$ cat src/rtl/parity_frame_ctrl.sv
// Frame-level parity controller: serialises accepted words LSB-first into a
// running parity, checks it against the expected parity on the last word, and reports per frame.
module parity_frame_ctrl #(
  parameter int unsigned DATA_W = 8,
  parameter int unsigned CNT_W  = 16
) (
  input  logic              clk,
  input  logic              rst,
  input  logic              in_valid,
  output logic              in_ready,
  input  logic [DATA_W-1:0] in_data,
  input  logic              in_last,
  input  logic              in_exp_par,
  output logic              cur_odd,
  output logic              res_valid,
  input  logic              res_ready,
  output logic              res_err,
  output logic              res_parity,
  output logic [7:0]        res_words,
  output logic [CNT_W-1:0]  err_cnt
);

  localparam int unsigned BIT_W  = (DATA_W > 1) ? $clog2(DATA_W) : 1;
  localparam int unsigned WCNT_W = 8;

  typedef enum logic [1:0] {
    IDLE,
    SHIFT,
    CHECK,
    REPORT
  } state_t;

  state_t state;
  state_t next_state;

  logic [DATA_W-1:0] shreg;
  logic [BIT_W-1:0]  bit_cnt;
  logic              last_q;
  logic              exp_q;
  logic              frame_open;
  logic              parity;
  logic [WCNT_W-1:0] word_cnt;

  logic accept;
  logic shift_en;
  logic check_en;
  logic res_done;
  logic shift_end;
  logic frame_err;

  assign cur_odd   = parity;
  assign frame_err = parity ^ exp_q;

  // Next-state and per-cycle control strobes
  always_comb begin
    next_state = state;
    accept     = 1'b0;
    shift_en   = 1'b0;
    check_en   = 1'b0;
    res_done   = 1'b0;
    shift_end  = (bit_cnt == BIT_W'(DATA_W - 1));
    case (state)
      IDLE: begin
        if (in_valid && in_ready) begin
          accept     = 1'b1;
          next_state = SHIFT;
        end
      end
      SHIFT: begin
        shift_en = 1'b1;
        if (shift_end) begin
          next_state = last_q ? CHECK : IDLE;
        end
      end
      CHECK: begin
        check_en   = 1'b1;
        next_state = REPORT;
      end
      REPORT: begin
        if (res_ready) begin
          res_done   = 1'b1;
          next_state = IDLE;
        end
      end
      default: next_state = IDLE;
    endcase
  end

  always_ff @(posedge clk) begin
    if (rst) begin
      state <= IDLE;
    end else begin
      state <= next_state;
    end
  end

  // Handshake flags decoded from the next state so they are valid from flops
  always_ff @(posedge clk) begin
    if (rst) begin
      in_ready  <= 1'b1;
      res_valid <= 1'b0;
    end else begin
      in_ready  <= (next_state == IDLE);
      res_valid <= (next_state == REPORT);
    end
  end

  // Word load, bit-serial parity accumulation and frame bookkeeping
  always_ff @(posedge clk) begin
    if (rst) begin
      shreg      <= '0;
      bit_cnt    <= '0;
      last_q     <= 1'b0;
      exp_q      <= 1'b0;
      frame_open <= 1'b0;
      parity     <= 1'b0;
      word_cnt   <= '0;
    end else begin
      if (accept) begin
        shreg      <= in_data;
        last_q     <= in_last;
        exp_q      <= in_exp_par;
        bit_cnt    <= '0;
        frame_open <= 1'b1;
        if (!frame_open) begin
          parity   <= 1'b0;
          word_cnt <= WCNT_W'(1);
        end else if (word_cnt != '1) begin
          word_cnt <= word_cnt + WCNT_W'(1);
        end
      end
      if (shift_en) begin
        parity  <= parity ^ shreg[0];
        shreg   <= shreg >> 1;
        bit_cnt <= bit_cnt + BIT_W'(1);
      end
      if (res_done) begin
        frame_open <= 1'b0;
        word_cnt   <= '0;
        parity     <= 1'b0;
      end
    end
  end

  // Result capture and saturating error statistics
  always_ff @(posedge clk) begin
    if (rst) begin
      res_err    <= 1'b0;
      res_parity <= 1'b0;
      res_words  <= '0;
      err_cnt    <= '0;
    end else if (check_en) begin
      res_err    <= frame_err;
      res_parity <= parity;
      res_words  <= word_cnt;
      if (frame_err && (err_cnt != '1)) begin
        err_cnt <= err_cnt + CNT_W'(1);
      end
    end
  end

endmodule

$ cat config.mk
export PLATFORM = sky130hd
export DESIGN_NAME = parity_frame_ctrl
export DESIGN_NICKNAME = d
export VERILOG_FILES = /design/src/rtl/parity_frame_ctrl.sv
export SDC_FILE = /design/constraint.sdc
export NUM_CORES = 1
export LEC_CHECK = 0
export ABC_AREA = 1
export ABC_CLOCK_PERIOD_IN_PS = 1550
export CAP_MARGIN = 20
export CORE_UTILIZATION = 30
export CTS_CLUSTER_DIAMETER = 80
export CTS_CLUSTER_SIZE = 8
export DETAILED_ROUTE_END_ITERATION = 12
export PLACE_DENSITY = 0.63
export SYNTH_ARGS = -nofsm -noshare
export SYNTH_HDL_FRONTEND = slang
export SYNTH_SLANG_ARGS = --single-unit
$ cat constraint.sdc
create_clock -name clk -period 1.55 [get_ports clk]
set_input_delay 0.465 -clock clk [delete_from_list [all_inputs] [get_ports clk]]
set_output_delay 0.465 -clock clk [all_outputs]
set_load 0.005 [all_outputs]
# After elaboration in Yosys (flattened, before gate mapping)
# Index checks and enable logic that the tools add are counted.
dict set report totals {
  regBits 53
  in_bits 14
}
dict set report op_classes {
  n_addsub 3
  eq_ne 9
  n_mux 20
  n_bitwise 2
  n_reduce_logical 10
}
# op n
set op_table {}
lappend op_table {{16-bit by 1-bit adder with 16-bit output, second input constant} 1}
lappend op_table {{8-bit 2-to-1 mux} 2}
lappend op_table {{16-bit != test, second input constant} 1}
lappend op_table {{7-bit 2-to-1 mux} 2}
lappend op_table {{1-bit 2-to-1 mux} 9}
lappend op_table {{8-bit by 1-bit adder with 8-bit output, second input constant} 1}
lappend op_table {{2-bit 2-to-1 mux} 4}
lappend op_table {{8-bit != test, second input constant} 1}
lappend op_table {{2-bit one-hot mux with 4 select lines} 1}
lappend op_table {{2-bit equality test, second input constant} 3}
lappend op_table {{3-bit 2-to-1 mux} 2}
lappend op_table {{2-bit AND reduction} 3}
lappend op_table {{2-bit logical NOT} 2}
lappend op_table {{2-bit by 1-bit != test with 1-bit output, second input constant} 2}
lappend op_table {{2-bit OR reduction} 2}
lappend op_table {{3-bit by 1-bit adder with 3-bit output, second input constant} 1}
lappend op_table {{3-bit equality test, second input constant} 1}
lappend op_table {{2-bit by 1-bit equality test with 1-bit output, second input constant} 1}
lappend op_table {{1-bit logical AND} 2}
lappend op_table {{2-bit nonzero test} 1}
lappend op_table {{1-bit bitwise XOR} 2}

# Logic depth before layout (Yosys ltp)
# Gate-level depths: netlist of the first run.
dict set report logic_depth {
  depth_word 5
  depth_mapped 10
  depth_no_buf 9
}

# Worst setup path after synthesis of the first run
# OpenSTA, ideal clock, no wires.
dict set report synth_timing {
  path_type {reg2reg}
  startpoint {register err_cnt[1]}
  endpoint {register err_cnt[13]}
  t_arrival_ns 1.510
  t_required_ns 1.436
  slack_ns -0.074
  path_stages_with_launch 10
  cell_sequence {dfxtp_1 -> ha_1 -> nand2_1 -> nor2_1 -> nand2_1 -> nor2_1 -> nor2_4 -> buf_4 -> a21oi_1 -> nor2_1}
}
dict set report synth_via {
  elab_chain_cells 3
  elab_cells_between_ends 4
  cone_classes {add/sub (1); eq/ne (1); reduce/logical (2)}
}
# item line
set synth_rtl {}
lappend synth_rtl {{from (decl)} 20} ;# output logic [CNT_W-1:0] err_cnt
lappend synth_rtl {{from (signal assigned)} 157} ;# err_cnt <= err_cnt + CNT_W'(1);
lappend synth_rtl {{branches (longest 3 deep; another with 16-bit by 1-bit adder with 16-bit output)} n/a}
# Several ways; the timed one is not identified.
# A chain may end at the register's enable or synchronous reset.

# Worst setup path in the final report of the first run
dict set report layout_timing {
  startpoint {register err_cnt[1]}
  endpoint {output err_cnt[1]}
}
# No word-level cell between the ends.

==> flow_metrics.py, run 1 <==
metrics = {
    "worst_setup_path": {
        "crit_start": "err_cnt[1]",
        "cp-start-kind": "register",
        "path_max_fanout": 4,
        "cp_data_required_time_ns": 1.08,
        "arrival_ns": 1.05,
        "path_class": "register to primary output",
        "critPathCaptureType": "primary output",
        "timing.rr.start": "err_cnt[9]",
    },
    "power": {
        "p_leak_nw": 1.515,
        "seqPwrFrac": 0.558,
        "internal-power_mw": 1.873,
        "swShare": 0.2769,
        "clkPwrFrac": 0.330,
        "combPwrFrac": 0.112,
        "p_total_mw": 2.590,
        "ir_drop_uv": 469.9,
        "switching_power_uw": 717.1,
        "p_per_area_nw_per_um2": 750.8,
    },
    "placed_design": {
        "finalWeightedCongestion": 0.8650,
        "place.port_buffers": 42,
        "pre_cts_slack_ns": -0.3047,
        "dpl_cell_area_um2": 3192,
        "dp_hpwl_mm": 4.179,
    },
    "die": {
        "die_w_um": 92.67,
        "core_area_um2": 7848,
        "start_util": 0.3143,
        "num_rows": 32,
        "die_h_um": 92.67,
        "dieArea_um2": 8587,
        "ios": 43,
    },
    "timing": {
        "fmax_mhz": 662.1,
        "grt_setup_unrepaired": "no",
        "fin_crit_ns": 1.510,
        "skew_ns": 0.008597,
        "worst_slew_pin_slew_ns": 0.2606,
        "final-setup-viol-count": 0,
        "finalHoldViolCount": 0,
        "setup_ws_ns": 0.03963,
        "drv_slew": 0,
        "timing.final.crit_share": 0.9744,
        "relSlewSlack": 0.8261,
        "whs_ns": 0.4569,
    },
    "route": {
        "dr.pass1.iters": 4,
        "routed_via_density": 4.713,
        "vias": 2578,
        "drtAntennaViolNets": 0,
        "routed_wl_mm": 6.098,
        "drt_iter0_markers": 48,
        "wl_per_cell_um": 11.15,
        "drc_errors": 0,
    },
    "clocking": {
        "clk_latency_ns": 0.32,
        "cts_tree": "yes",
        "cts_buffers": 5,
        "cts_root_buf": "clkbuf_8",
        "cts.sinks": 53,
        "clockBufferDepth": 2,
        "htree_levels": 2,
        "path_clk_slew_ns": 0.11,
        "hold_buffers": 0,
    },
    "yosys": {
        "syn_area_per_cell_um2": 6.889,
        "synth_top_area_frac": 0.4302,
        "ys_ff_latch": 53,
        "ys_warn_count": 0,
        "netlist_instances": 358,
        "synth_area_um2": 2466,
        "synth_area_leader_cell": "dfxtp_1",
        "syn_nets": 376,
        "synth_area_leaders": "dfxtp_1 43%, nand2_1 15%, a21oi_1 7.3%, o21ai_0 6.3%, nor2_1 6.1%",
        "synth.distinct_cells": 20,
        "seq_area_frac_synth": 0.4302,
    },
    "finish": {
        "drive_above_1_share": 0.2270,
        "final_common_cell": "nand2_1",
        "design_area_um2": 3450,
        "layout.nets": 462,
        "layout_common_cells": "98 x nand2_1, 45 x buf_4, 36 x a21oi_1, 35 x nor2_1, 32 x inv_1",
        "syn_to_final_growth_pct": 39.88,
        "n_antenna_cell": 0,
    },
    "run": {
        "cap_violations": 0,
    },
    "global_route": {
        "grt_pass1_vias": 2330,
        "use_met3": 0.02463,
        "grt_pass1_wl_mm": 10.20,
        "antenna_found_initial": 0,
        "busiest_layer": "met2",
        "grt_use_met2": 0.2556,
        "met1_usage": 0.1839,
        "grt_max_degree": 26,
        "track_usage": 0.1473,
        "grt-ovfl-total": 0,
    },
    "worst_hold_path": {
        "hold_path_class": "register to register",
        "min_from": "word_cnt[0]",
    },
    "status": {
        "outcome": "finished clean",
    },
}
-- power by group through the flow --
stage	clock (mW)	combinational, mW	sequential [mW]
detailed placement	0	0.286	1.48
floorplan	0	0.158	1.47
CTS	0.873	0.290	1.44
global route	0.929	0.328	1.45
global placement	0	0.279	1.48
finish	0.855	0.291	1.44
-- sequential cells by signal, summed over array words and instances, names as in the netlist --
signal and flops:
res_words 8, cur_odd 1, shreg 8, bit_cnt 3, exp_q 1, in_ready 1
frame_open 1, state 2, err_cnt 16, word_cnt 8, last_q 1, res_err 1
res_valid 1, res_parity 1
-- worst max-delay path, stage by stage (launching register included) --
cell and delay, ns:
dfxtp_2 0.33, buf_4 0.14, dlygate4sd2_1 0.26
-- cell type report --
class                      instances  area (µm²)
fill                             837        4398
inverter                          38       142.6
timing repair buffer              88       733.2
clock buffer                       5       68.82
multi-input combinational        258        1247
sequential                        53        1105
clock inverter                     3       25.02
tap                              102       127.6
-- repair_timing --
item / in CTS / in global routing
pin swaps: 0 / 3
gates cloned: 0 / 0
resized for setup: 59 / 15
setup buffers: 14 / 3
setup endpoints to repair: 32 / 22
-- per-stage QoR --
stage | std cells | util | setup TNS, ns
global route | 547 | 0.4396 | 0
finish | 547 | 0.4396 | 0
CTS | 544 | 0.4327 | 0
detailed placement | 522 | 0.4067 | -3.116
global placement | 522 | 0.4067 | -2.663
floorplan | 358 | - | 0
-- synth_stat cells (all sizes together) --
cell type	count
clkbuf	5
nand4	9
o211ai	1
xor2	4
nor2	43
dfxtp	53
nand2	100
nor3b	1
inv	38
nor3	1
nand3	17
ha	4
a21oi	36
a31oi	8
o21ai	31
buf	4
xnor2	3
-- kinds of logic after synthesis --
kind of cell,count (synthesis),share of synthesized area
AND/OR/NAND/NOR,171,0.2892
AO/OA/AOI/OAI,76,0.1593
flip-flops,53,0.4302
buffers and inverters,47,0.07610
XOR/XNOR,7,0.02486
adder cells (fa/ha/maj),4,0.02030
-- path summary, 6_finish.rpt --
| check | to | slack, ns | cells after the start |
|---|---|---|---|
| worst min-delay path | word_cnt[0] | 0.46 | 1 |
| worst min register to register | word_cnt[0] | 0.46 | 1 |
| worst max register to register | err_cnt[5] | 0.11 | 10 |
| worst max-delay path | err_cnt[1] | 0.04 | 2 |
-- per-layer routing --
| layer | routed length, µm | vias to the layer above |
|---|---|---|
| met5 | 0 | - |
| met2 | 2888 | 56 |
| met1 | 2814 | 1174 |
| met3 | 296 | 10 |
| met4 | 98 | 0 |
| li1 | - | 1338 |
Note: power is estimated with default switching activity, not from simulation.
==> run 2: changes to the inputs <==
--- a/config.mk
+++ b/config.mk
@@ -10,8 +10,8 @@
 export CAP_MARGIN = 20
 export CORE_UTILIZATION = 30
 export CTS_CLUSTER_DIAMETER = 80
-export CTS_CLUSTER_SIZE = 8
 export DETAILED_ROUTE_END_ITERATION = 12
+export GPL_ROUTABILITY_DRIVEN = 0
 export PLACE_DENSITY = 0.63
 export SYNTH_ARGS = -nofsm -noshare
 export SYNTH_HDL_FRONTEND = slang
==> run 2 against run 1 <==
Net effect:
- clock skew shrank 0.0045 ns
- flip-flop and latch count unchanged
- largest power group unchanged
- largest cell class unchanged
- total power up 5.6%
- highest routed layer unchanged
==> flow_metrics.py, run 2 (same netlist as run 1, synthesis figures left out) <==
metrics = {
    "power": {
        "switching_power_uw": 674.2,
        "clkPwrFrac": 0.368,
        "seqPwrFrac": 0.529,
        "p_leak_nw": 1.532,
        "combPwrFrac": 0.102,
        "internal-power_mw": 2.061,
        "ir_drop_uv": 429.8,
        "swShare": 0.2464,
        "p_per_area_nw_per_um2": 783.9,
        "p_total_mw": 2.736,
    },
    "finish": {
        "drive_above_1_share": 0.2382,
        "top_register": "err_cnt",
        "syn_to_final_growth_pct": 41.50,
        "fin_cells": 547,
        "design_area_um2": 3490,
        "largest_register_ffs": 16,
        "n_antenna_cell": 0,
        "layout.nets": 462,
        "layout_common_cells": "96 x nand2_1, 45 x buf_4, 34 x nor2_1, 33 x a21oi_1, 31 x inv_1",
        "final_common_cell": "nand2_1",
    },
    "route": {
        "drt_iter0_markers": 52,
        "routed_via_density": 4.649,
        "vias": 2543,
        "drtAntennaViolNets": 0,
        "wl_per_cell_um": 11.38,
        "dr.pass1.iters": 4,
        "routed_wl_mm": 6.224,
        "drc_errors": 0,
    },
    "timing": {
        "worst_slew_pin_slew_ns": 0.3017,
        "fmax_mhz": 664.1,
        "timing.final.crit_share": 0.9714,
        "skew_ns": 0.004139,
        "drv_slew": 0,
        "final-setup-viol-count": 0,
        "whs_ns": 0.4581,
        "relSlewSlack": 0.7967,
        "finalHoldViolCount": 0,
        "grt_setup_unrepaired": "yes",
        "fin_crit_ns": 1.506,
    },
    "clocking": {
        "path_clk_slew_ns": 0.10,
        "cts_tree": "yes",
        "cts_buffers": 5,
        "cts_root_buf": "clkbuf_8",
        "clk_latency_ns": 0.31,
        "hold_buffers": 0,
        "cts.sinks": 53,
        "clockBufferDepth": 2,
        "htree_levels": 2,
    },
    "status": {
        "outcome": "finished clean",
    },
    "worst_setup_path": {
        "critPathSlowestCell": "dfxtp_2",
        "critPathCaptureType": "primary output",
        "path_max_fanout": 4,
        "reg2reg_slack_ns": 0.08,
        "cp_data_required_time_ns": 1.08,
        "slowest_delay_ns": 0.33,
        "cp-start-kind": "register",
        "arrival_ns": 1.04,
        "path_cells": "buf_4 -> dlygate4sd2_1",
        "cp_top_family": "buffers and inverters",
        "crit_buf_inv": 2,
        "path_class": "register to primary output",
    },
    "global_route": {
        "grt_pass1_wl_mm": 10.35,
        "grt_max_degree": 26,
        "track_usage": 0.1497,
        "grt_pass1_vias": 2429,
        "antenna_found_initial": 0,
        "grt-ovfl-total": 0,
    },
    "die": {
        "num_rows": 32,
        "start_util": 0.3143,
        "dieArea_um2": 8587,
        "core_area_um2": 7848,
        "ios": 43,
        "die_h_um": 92.67,
        "die_w_um": 92.67,
    },
    "placed_design": {
        "dpl_cell_area_um2": 3177,
        "numPlacedInstances": 520,
        "place.port_buffers": 42,
        "dp_hpwl_mm": 4.289,
    },
    "run": {
        "cap_violations": 0,
    },
    "worst_hold_path": {
        "hold_path_class": "register to register",
    },
}
[run 2: power by group through the flow]
stage	Clock, mW	Combinational, mW	Sequential [mW]
global placement	0	0.270	1.48
CTS	1.03	0.276	1.45
global route	1.07	0.314	1.46
floorplan	0	0.158	1.47
finish	1.01	0.280	1.45
detailed placement	0	0.277	1.48
[run 2: metal layers]
metal	part of all wire	track usage	vias to the layer above
met4	0.014	0.05385	0
met3	0.036	0.02956	9
li1	-	-	1329
met2	0.46	0.2617	49
met1	0.49	0.1813	1156
met5	0	0	-
[run 2: area by class of cell]
type / count / area, µm²
Clock buffer: 6 / 82.58
Multi-Input combinational cell: 258 / 1261
Inverter: 38 / 142.6
Sequential cell: 53 / 1102
Clock inverter: 2 / 37.54
Timing Repair Buffer: 88 / 735.7
Fill cell: 836 / 4358
Tap cell: 102 / 127.6
[run 2: timing repair]
item / CTS / global route
setup buffers: 18 / 1
endpoints found under the setup margin: 32 / 22
pin swaps: 1 / 4
resized for setup: 58 / 21
[run 2: worst register-to-register path, delay by kind of cell, from the launching register on]
kind                     cells  cell delay (ns)
flip-flops                   1             0.34
AND/OR/NAND/NOR              6             0.59
buffers and inverters        1             0.15
AO/OA/AOI/OAI                1             0.12
adder cells (fa/ha/maj)      1             0.17
[run 2: metrics by stage]
stage	TNS, ns	util	setup WS, ns
floorplan	0	-	0.004675
global placement	-2.612	0.4048	-0.2731
detailed placement	-3.402	0.4048	-0.3071
CTS	0	0.4378	0.005995
global route	-0.05099	0.4447	-0.01988
finish	0	0.4447	0.04431
[run 2: path summary, 6_finish.rpt]
kind,endpoint,depth (start not counted),startpoint
worst max-delay path,err_cnt[1],2,err_cnt[1]
worst max register to register,err_cnt[14],9,err_cnt[0]
worst min-delay path,word_cnt[0],1,word_cnt[0]
worst min register to register,word_cnt[0],1,word_cnt[0]
